==> config.mk <==
export PLATFORM = sky130hd
export DESIGN_NAME = roll_conditioner
export DESIGN_NICKNAME = d
export VERILOG_FILES = /design/src/rtl/dice_pkg.sv /design/src/rtl/sync2.sv /design/src/rtl/roll_conditioner.sv
export SDC_FILE = /design/constraint.sdc
export NUM_CORES = 1
export LEC_CHECK = 0
export CORE_MARGIN = 1
export CORE_UTILIZATION = 33
export DETAILED_ROUTE_END_ITERATION = 8
export GPL_ROUTABILITY_DRIVEN = 0
export PLACE_DENSITY_LB_ADDON = 0.05
export SLEW_MARGIN = 20
export SYNTH_ARGS = -nofsm -noshare
export SYNTH_HDL_FRONTEND = slang
export SYNTH_SLANG_ARGS = --single-unit
==> constraint.sdc <==
create_clock -name clk -period 5.9 [get_ports clk]
set_input_delay 1.18 -clock clk [delete_from_list [all_inputs] [get_ports clk]]
set_output_delay 1.18 -clock clk [all_outputs]
set_load 0.01 [all_outputs]
==> src/rtl/dice_pkg.sv <==
// Shared types and constants for the dice roller datapath.
package dice_pkg;

  typedef enum logic [1:0] {
    IDLE,
    PRESS_CHK,
    HELD,
    REL_CHK
  } roll_state_t;

  localparam int DICE_DEBOUNCE_DEFAULT = 500000;
  localparam int DICE_CLK_HZ           = 50000000;

endpackage

==> src/rtl/sync2.sv <==
// Generic two-flop synchroniser for asynchronous pin inputs.
module sync2 #(
  parameter logic RESET_VAL = 1'b0
) (
  input  logic clk,
  input  logic reset_n,
  input  logic d,
  output logic q
);

  logic meta;

  always_ff @(posedge clk or negedge reset_n) begin
    if (!reset_n) begin
      meta <= RESET_VAL;
      q    <= RESET_VAL;
    end else begin
      meta <= d;
      q    <= meta;
    end
  end

endmodule

==> src/rtl/roll_conditioner.sv <==
// Roll button conditioner: synchronise, debounce, one roll pulse per accepted press.
// Optional auto-repeat while held is enabled by defining ROLL_REPEAT_EN.
module roll_conditioner
  import dice_pkg::*;
#(
  parameter int DEBOUNCE_CYCLES = DICE_DEBOUNCE_DEFAULT,
  parameter int BTN_ACTIVE_LOW  = 1,
  parameter int REPEAT_DELAY    = 25000000,
  parameter int REPEAT_PERIOD   = 5000000
) (
  input  logic        clk,
  input  logic        reset_n,
  input  logic        btn_raw,
  output logic        roll,
  output logic        btn_level,
  output logic [7:0]  press_count,
  output roll_state_t state_dbg
);

  localparam logic ACT_LOW = (BTN_ACTIVE_LOW != 0);
  localparam int   CW      = $clog2(DEBOUNCE_CYCLES);
  localparam logic [CW-1:0] CNT_LAST = CW'(DEBOUNCE_CYCLES - 1);

  roll_state_t   state, state_nxt;
  logic [CW-1:0] cnt;
  logic          btn_sync;
  logic          btn_s;
  logic          accept;
  logic          rep_fire;
  logic          fire;

  // Synchroniser resets to the released pin level so reset never looks like a press.
  sync2 #(.RESET_VAL(ACT_LOW)) u_sync (
    .clk     (clk),
    .reset_n (reset_n),
    .d       (btn_raw),
    .q       (btn_sync)
  );

  assign btn_s     = btn_sync ^ ACT_LOW;
  assign state_dbg = state;
  assign fire      = accept | rep_fire;

  always_comb begin
    state_nxt = state;
    accept    = 1'b0;
    case (state)
      IDLE: begin
        if (btn_s) state_nxt = PRESS_CHK;
      end
      PRESS_CHK: begin
        if (!btn_s) begin
          state_nxt = IDLE;
        end else if (cnt == CNT_LAST) begin
          state_nxt = HELD;
          accept    = 1'b1;
        end
      end
      HELD: begin
        if (!btn_s) state_nxt = REL_CHK;
      end
      REL_CHK: begin
        if (btn_s) begin
          state_nxt = HELD;
        end else if (cnt == CNT_LAST) begin
          state_nxt = IDLE;
        end
      end
      default: state_nxt = IDLE;
    endcase
  end

  // Debounce counter restarts on every state change and saturates otherwise.
  always_ff @(posedge clk or negedge reset_n) begin
    if (!reset_n) begin
      state <= IDLE;
      cnt   <= '0;
    end else begin
      state <= state_nxt;
      if (state_nxt != state) begin
        cnt <= '0;
      end else if (cnt != CNT_LAST) begin
        cnt <= cnt + 1'b1;
      end
    end
  end

  always_ff @(posedge clk or negedge reset_n) begin
    if (!reset_n) begin
      roll        <= 1'b0;
      btn_level   <= 1'b0;
      press_count <= 8'd0;
    end else begin
      roll        <= fire;
      btn_level   <= (state_nxt == HELD) || (state_nxt == REL_CHK);
      press_count <= press_count + {7'd0, fire};
    end
  end

`ifdef ROLL_REPEAT_EN
  localparam int RMAX = (REPEAT_DELAY > REPEAT_PERIOD) ? REPEAT_DELAY : REPEAT_PERIOD;
  localparam int RW   = $clog2(RMAX + 1);
  localparam logic [RW-1:0] R_DELAY_LAST  = RW'(REPEAT_DELAY - 1);
  localparam logic [RW-1:0] R_PERIOD_LAST = RW'(REPEAT_PERIOD - 1);

  logic [RW-1:0] rcnt;
  logic          rfirst;

  // Counts only cycles that stay in HELD; REL_CHK freezes it, IDLE clears it.
  assign rep_fire = (state == HELD) && btn_s &&
                    (rcnt == (rfirst ? R_DELAY_LAST : R_PERIOD_LAST));

  always_ff @(posedge clk or negedge reset_n) begin
    if (!reset_n) begin
      rcnt   <= '0;
      rfirst <= 1'b1;
    end else if (state == IDLE) begin
      rcnt   <= '0;
      rfirst <= 1'b1;
    end else if ((state == HELD) && btn_s) begin
      if (rep_fire) begin
        rcnt   <= '0;
        rfirst <= 1'b0;
      end else begin
        rcnt <= rcnt + 1'b1;
      end
    end
  end
`else
  assign rep_fire = 1'b0;
`endif

endmodule

; ---- Yosys cells after proc, flatten, opt, wreduce, memory -nomap -nowiden
; Cells that the tools add are included.
[classes]
add_sub_neg = 2
eq_ne = 8
reduce_logical = 3
mux = 12
[ops]
columns = operator, count
row1 = $mux 19, 2
row2 = $add 19x1->19 const B, 1
row3 = $eq 19x19->1 const B, 1
row4 = $ne 19x19->1 const B, 1
row5 = $mux 2, 6
row6 = $add 8x1->8, 1
row7 = $eq 2x2->1 const B, 4
row8 = $pmux 2 s4, 1
row9 = $mux 1, 3
row10 = $eq 2x1->1 const B, 1
row11 = $logic_not 2->1, 1
row12 = $ne 2x2->1, 1
row13 = $reduce_bool 2->1, 1
row14 = $logic_or 1x1->1, 1
[totals]
reg_bits = 33
in_bits = 3

; ---- Logic depth before layout (Yosys ltp)
[depth]
depth_word = 6
depth_mapped = 12

; ---- Modules after synthesis
; Synthesis repeated with hierarchy kept, for this count alone.
[hier_totals]
hier_cells = 150
hier_area_um2 = 1650.3
[modules_own_cells]
columns = module, seq_area_each_um2, cells_per_inst, instances, area_each_um2
row1 = roll_conditioner, 775.7, 148, 1, 1597.8
row2 = sync2, 52.6, 2, 1, 52.6

; ---- Worst setup path before layout
; Ideal clock, no wire load.
[synth_path]
kind = register -> register
start = register cnt[5]
end = register press_count[6]
path_buffers = 2
slack_ns = 2.934
arrival_ns = 2.840
path_stages_with_launch = 12
cell_sequence = dfrtp_1 > or4b_1 > or4_1 > buf_2 > or2_0 > buf_6 > nor4_2 > ha_1 > ha_1 > and3_1 > nand3_1 > xnor2_1
[synth_between]
elab_chain_len = 5
[synth_rtl]
columns = item, line_no
row1 = from (decl), roll_conditioner.sv:25  ; logic [CW-1:0] cnt;
row2 = from (signal assigned), roll_conditioner.sv:83  ; cnt <= cnt + 1'b1;
row3 = $eq 19x19->1, roll_conditioner.sv:54  ; end else if (cnt == CNT_LAST) begin
row4 = $mux 1, roll_conditioner.sv:54
row5 = $mux 1, roll_conditioner.sv:52  ; if (!btn_s) begin
row6 = $mux 1, roll_conditioner.sv:47  ; case (state)
row7 = via accept, roll_conditioner.sv:28  ; logic accept;
row8 = $add 8x1->8, roll_conditioner.sv:96  ; press_count <= press_count + {7'd0, fire};
row9 = to (signal assigned), roll_conditioner.sv:96
row10 = to (decl), roll_conditioner.sv:16  ; output logic [7:0] press_count,
; The timed path passes the listed nets, and every way through them passes these cells.
; A chain may end at the register's enable or synchronous reset.

; ---- Final worst setup path
; Ends and elaborated chain as after synthesis.

==> flow_metrics.tcl <==
set metrics [dict create \
    stdcell_area_um2 1932 \
    post_cts_resized 0 \
    insertedDiodeCount 0 \
    rows 25 \
    drive_above_1_share_pct 12.20 \
    fin_util_pct 40.63 \
    synth_fp_nets 156 \
    drt_iter0_drc 59 \
    io_pins 15 \
    path_clk_slew_ps 70 \
    timing.rr.start "cnt[5]$_DFFE_PN0P_" \
    dp_hpwl_um 2218 \
    clockBufferDepth 2 \
    grt_max_degree 34 \
    die_h_um 72.72 \
    setup_viol 0 \
    synth_edf_count 0 \
    yosys.cell_types.count 42 \
    fmax_mhz 307.8 \
    routedWlPerCell_um 14.43 \
    multi_input_area_um2 759.5 \
    postSynthCellCount 150 \
    die-width_um 72.72 \
    rsz0062_at_grt "false" \
    synth_ff_type "dfrtp_1" \
    crit_path_start "cnt[5]$_DFFE_PN0P_" \
    hold_viol 0 \
    grt_overflow 0 \
    yosys_warnings 0 \
    antenna_found_initial 0 \
    grt_pass1_vias 1174 \
    dp_cells 223 \
    grt_pass1_wl_um 5816 \
    nets 169 \
    hp-class "reg -> reg" \
    cts_sinks 33 \
    antenna_left 0 \
    worstHoldStart "u_sync.meta$_DFF_PN1_" \
    required_ps 6070 \
    skew_ps 10.26 \
    syn_avg_cell_area_um2 11.00 \
    final_common_cell "dfrtp_1" \
    drt-total-wl_um 3334 \
    htreeDepth 2 \
    ir_worst_vdd_mv 0.1015 \
    cts_made_buffers 5 \
    status "complete, no violations" \
    async_flop_share_pct 100.0 \
    fillCellCount 494 \
    regArea_um2 828.3 \
    via_count 1224 \
    finalPower_mw 0.4404 \
    clock_latency_ps 290 \
    dr.pass1.iters 4 \
    crit_fanout 6 \
    tns_ps 0 \
    drc 0 \
    worstPathArrival_ps 3420 \
    cts-root-buf "clkbuf_8" \
    finalNonFillerCells 231 \
    powerDensity_nw_per_um2 228.0 \
    io_buffers 14 \
    p_leak_nw 0.8073 \
    post-cts-setup-buffer-count 0 \
    seq_area_frac_synth_pct 50.19 \
    final_cell_mix "dfrtp_1 (31), clkdlybuf4s50_1 (14), nand2_1 (9)" \
    start_kind "register" \
    period_needed_ps 3249 \
    period_share_pct 55.07 \
    initial_core_util_pct 34.71 \
    synth-seq-cells 33 \
    grt.total_usage_pct 14.36 \
    slew_headroom_pct 52.80 \
    maxSlewViolCount 0 \
    cp-end-kind "register" \
    die_area_um2 5287 \
    place_area_um2 1831 \
    coreArea_um2 4755 \
    crit_type "reg -> reg" \
    cts_tree "built" \
    syn_area_um2 1650 \
    via_per_inst 5.299 \
    tightest_slew_ps 701.6 \
    maxCapViolations 0 \
    ctsHoldBuffers 0 \
    area_delta_synth_final_pct 17.06 \
]
==> critical path: stages (launching register included) <==
cell	delay, ps
dfrtp_1	430
or4b_1	510
or4_1	690
or2_0	400
nor4_2	240
ha_1	240
ha_1	190
and3_1	200
nand3_1	100
xnor2_1	130
==> synthesized netlist by cell type, drive strengths merged, types with 2 or more instances <==
cell type | instances | area [µm²]
nor2 | 3 | 11.26
o31ai | 4 | 30.03
xnor2 | 7 | 61.31
o21ai | 3 | 15.01
a22oi | 6 | 45.04
buf | 4 | 32.53
dfrtp | 31 | 775.7
nor4 | 2 | 18.77
and4 | 4 | 35.03
or3 | 3 | 18.77
a21oi | 8 | 40.04
and3 | 5 | 32.53
or4 | 4 | 31.28
nand3 | 7 | 35.03
ha | 3 | 37.54
or2 | 2 | 12.52
xor2 | 8 | 70.07
nand2 | 9 | 33.78
inv | 3 | 11.26
clkbuf | 5 | 18.77
a221oi | 3 | 38.79
nand4 | 8 | 50.05
dfstp | 2 | 52.55
and2 | 3 | 18.77
nand4b | 2 | 17.52
==> through the flow <==
stage	hold WS (ps)	setup WS, ps
final	358.0	2651
after global routing	369.3	2418
after CTS	359.1	2616
after detailed placement	348.8	2642
after global placement	347.2	2726
after floorplan	345.2	2934
==> where the power goes <==
part,internal [mW],switching (mW)
clock network,0.105,0.0821
registers,0.230,0.00328
logic,0.00663,0.0131
==> cell families after synthesis <==
group	after synthesis	synth area share [%]
simple gates	55	20.85
xor+xnor	15	7.961
buf+inv	12	3.791
compound gates	32	14.94
flops	33	50.19
fa+ha+maj	3	2.275
==> registers in the layout, indices dropped and copies added, names as in the netlist <==
name	count
roll	1
press_count	8
btn_level	1
cnt	19
state_dbg	2
u_sync.q	1
u_sync.meta	1
==> worst paths after layout <==
kind	to	slack [ps]	depth (start not counted)
worst max-delay path	press_count[6]$_DFF_PN0_	2650	9
worst min-delay path	u_sync.q$_DFF_PN1_	360	0
worst max register to register	press_count[6]$_DFF_PN0_	2650	9
worst min register to register	u_sync.q$_DFF_PN1_	360	0
max in group asynchronous	u_sync.meta$_DFF_PN1_	4260	2
min in group asynchronous	press_count[4]$_DFF_PN0_	1300	2
==> routing by layer <==
metal | global-route usage, % | vias to the layer above | wire length (µm)
met5 | 0 | - | 0
met4 | 5.229 | 0 | 46
met3 | 3.729 | 6 | 140
met2 | 20.46 | 27 | 1476
met1 | 20.88 | 603 | 1671
li1 | - | 588 | -
==> cell type report <==
| cell class | count | area share [%] |
|---|---|---|
| Tap cell | 67 | 4.339 |
| Multi-Input combinational cell | 105 | 39.31 |
| Timing Repair Buffer | 15 | 7.643 |
| Clock buffer | 7 | 4.987 |
| Clock inverter | 1 | 0.2591 |
| Sequential cell | 33 | 42.88 |
| Inverter | 3 | 0.5829 |
(Power assumes the default switching activity.)
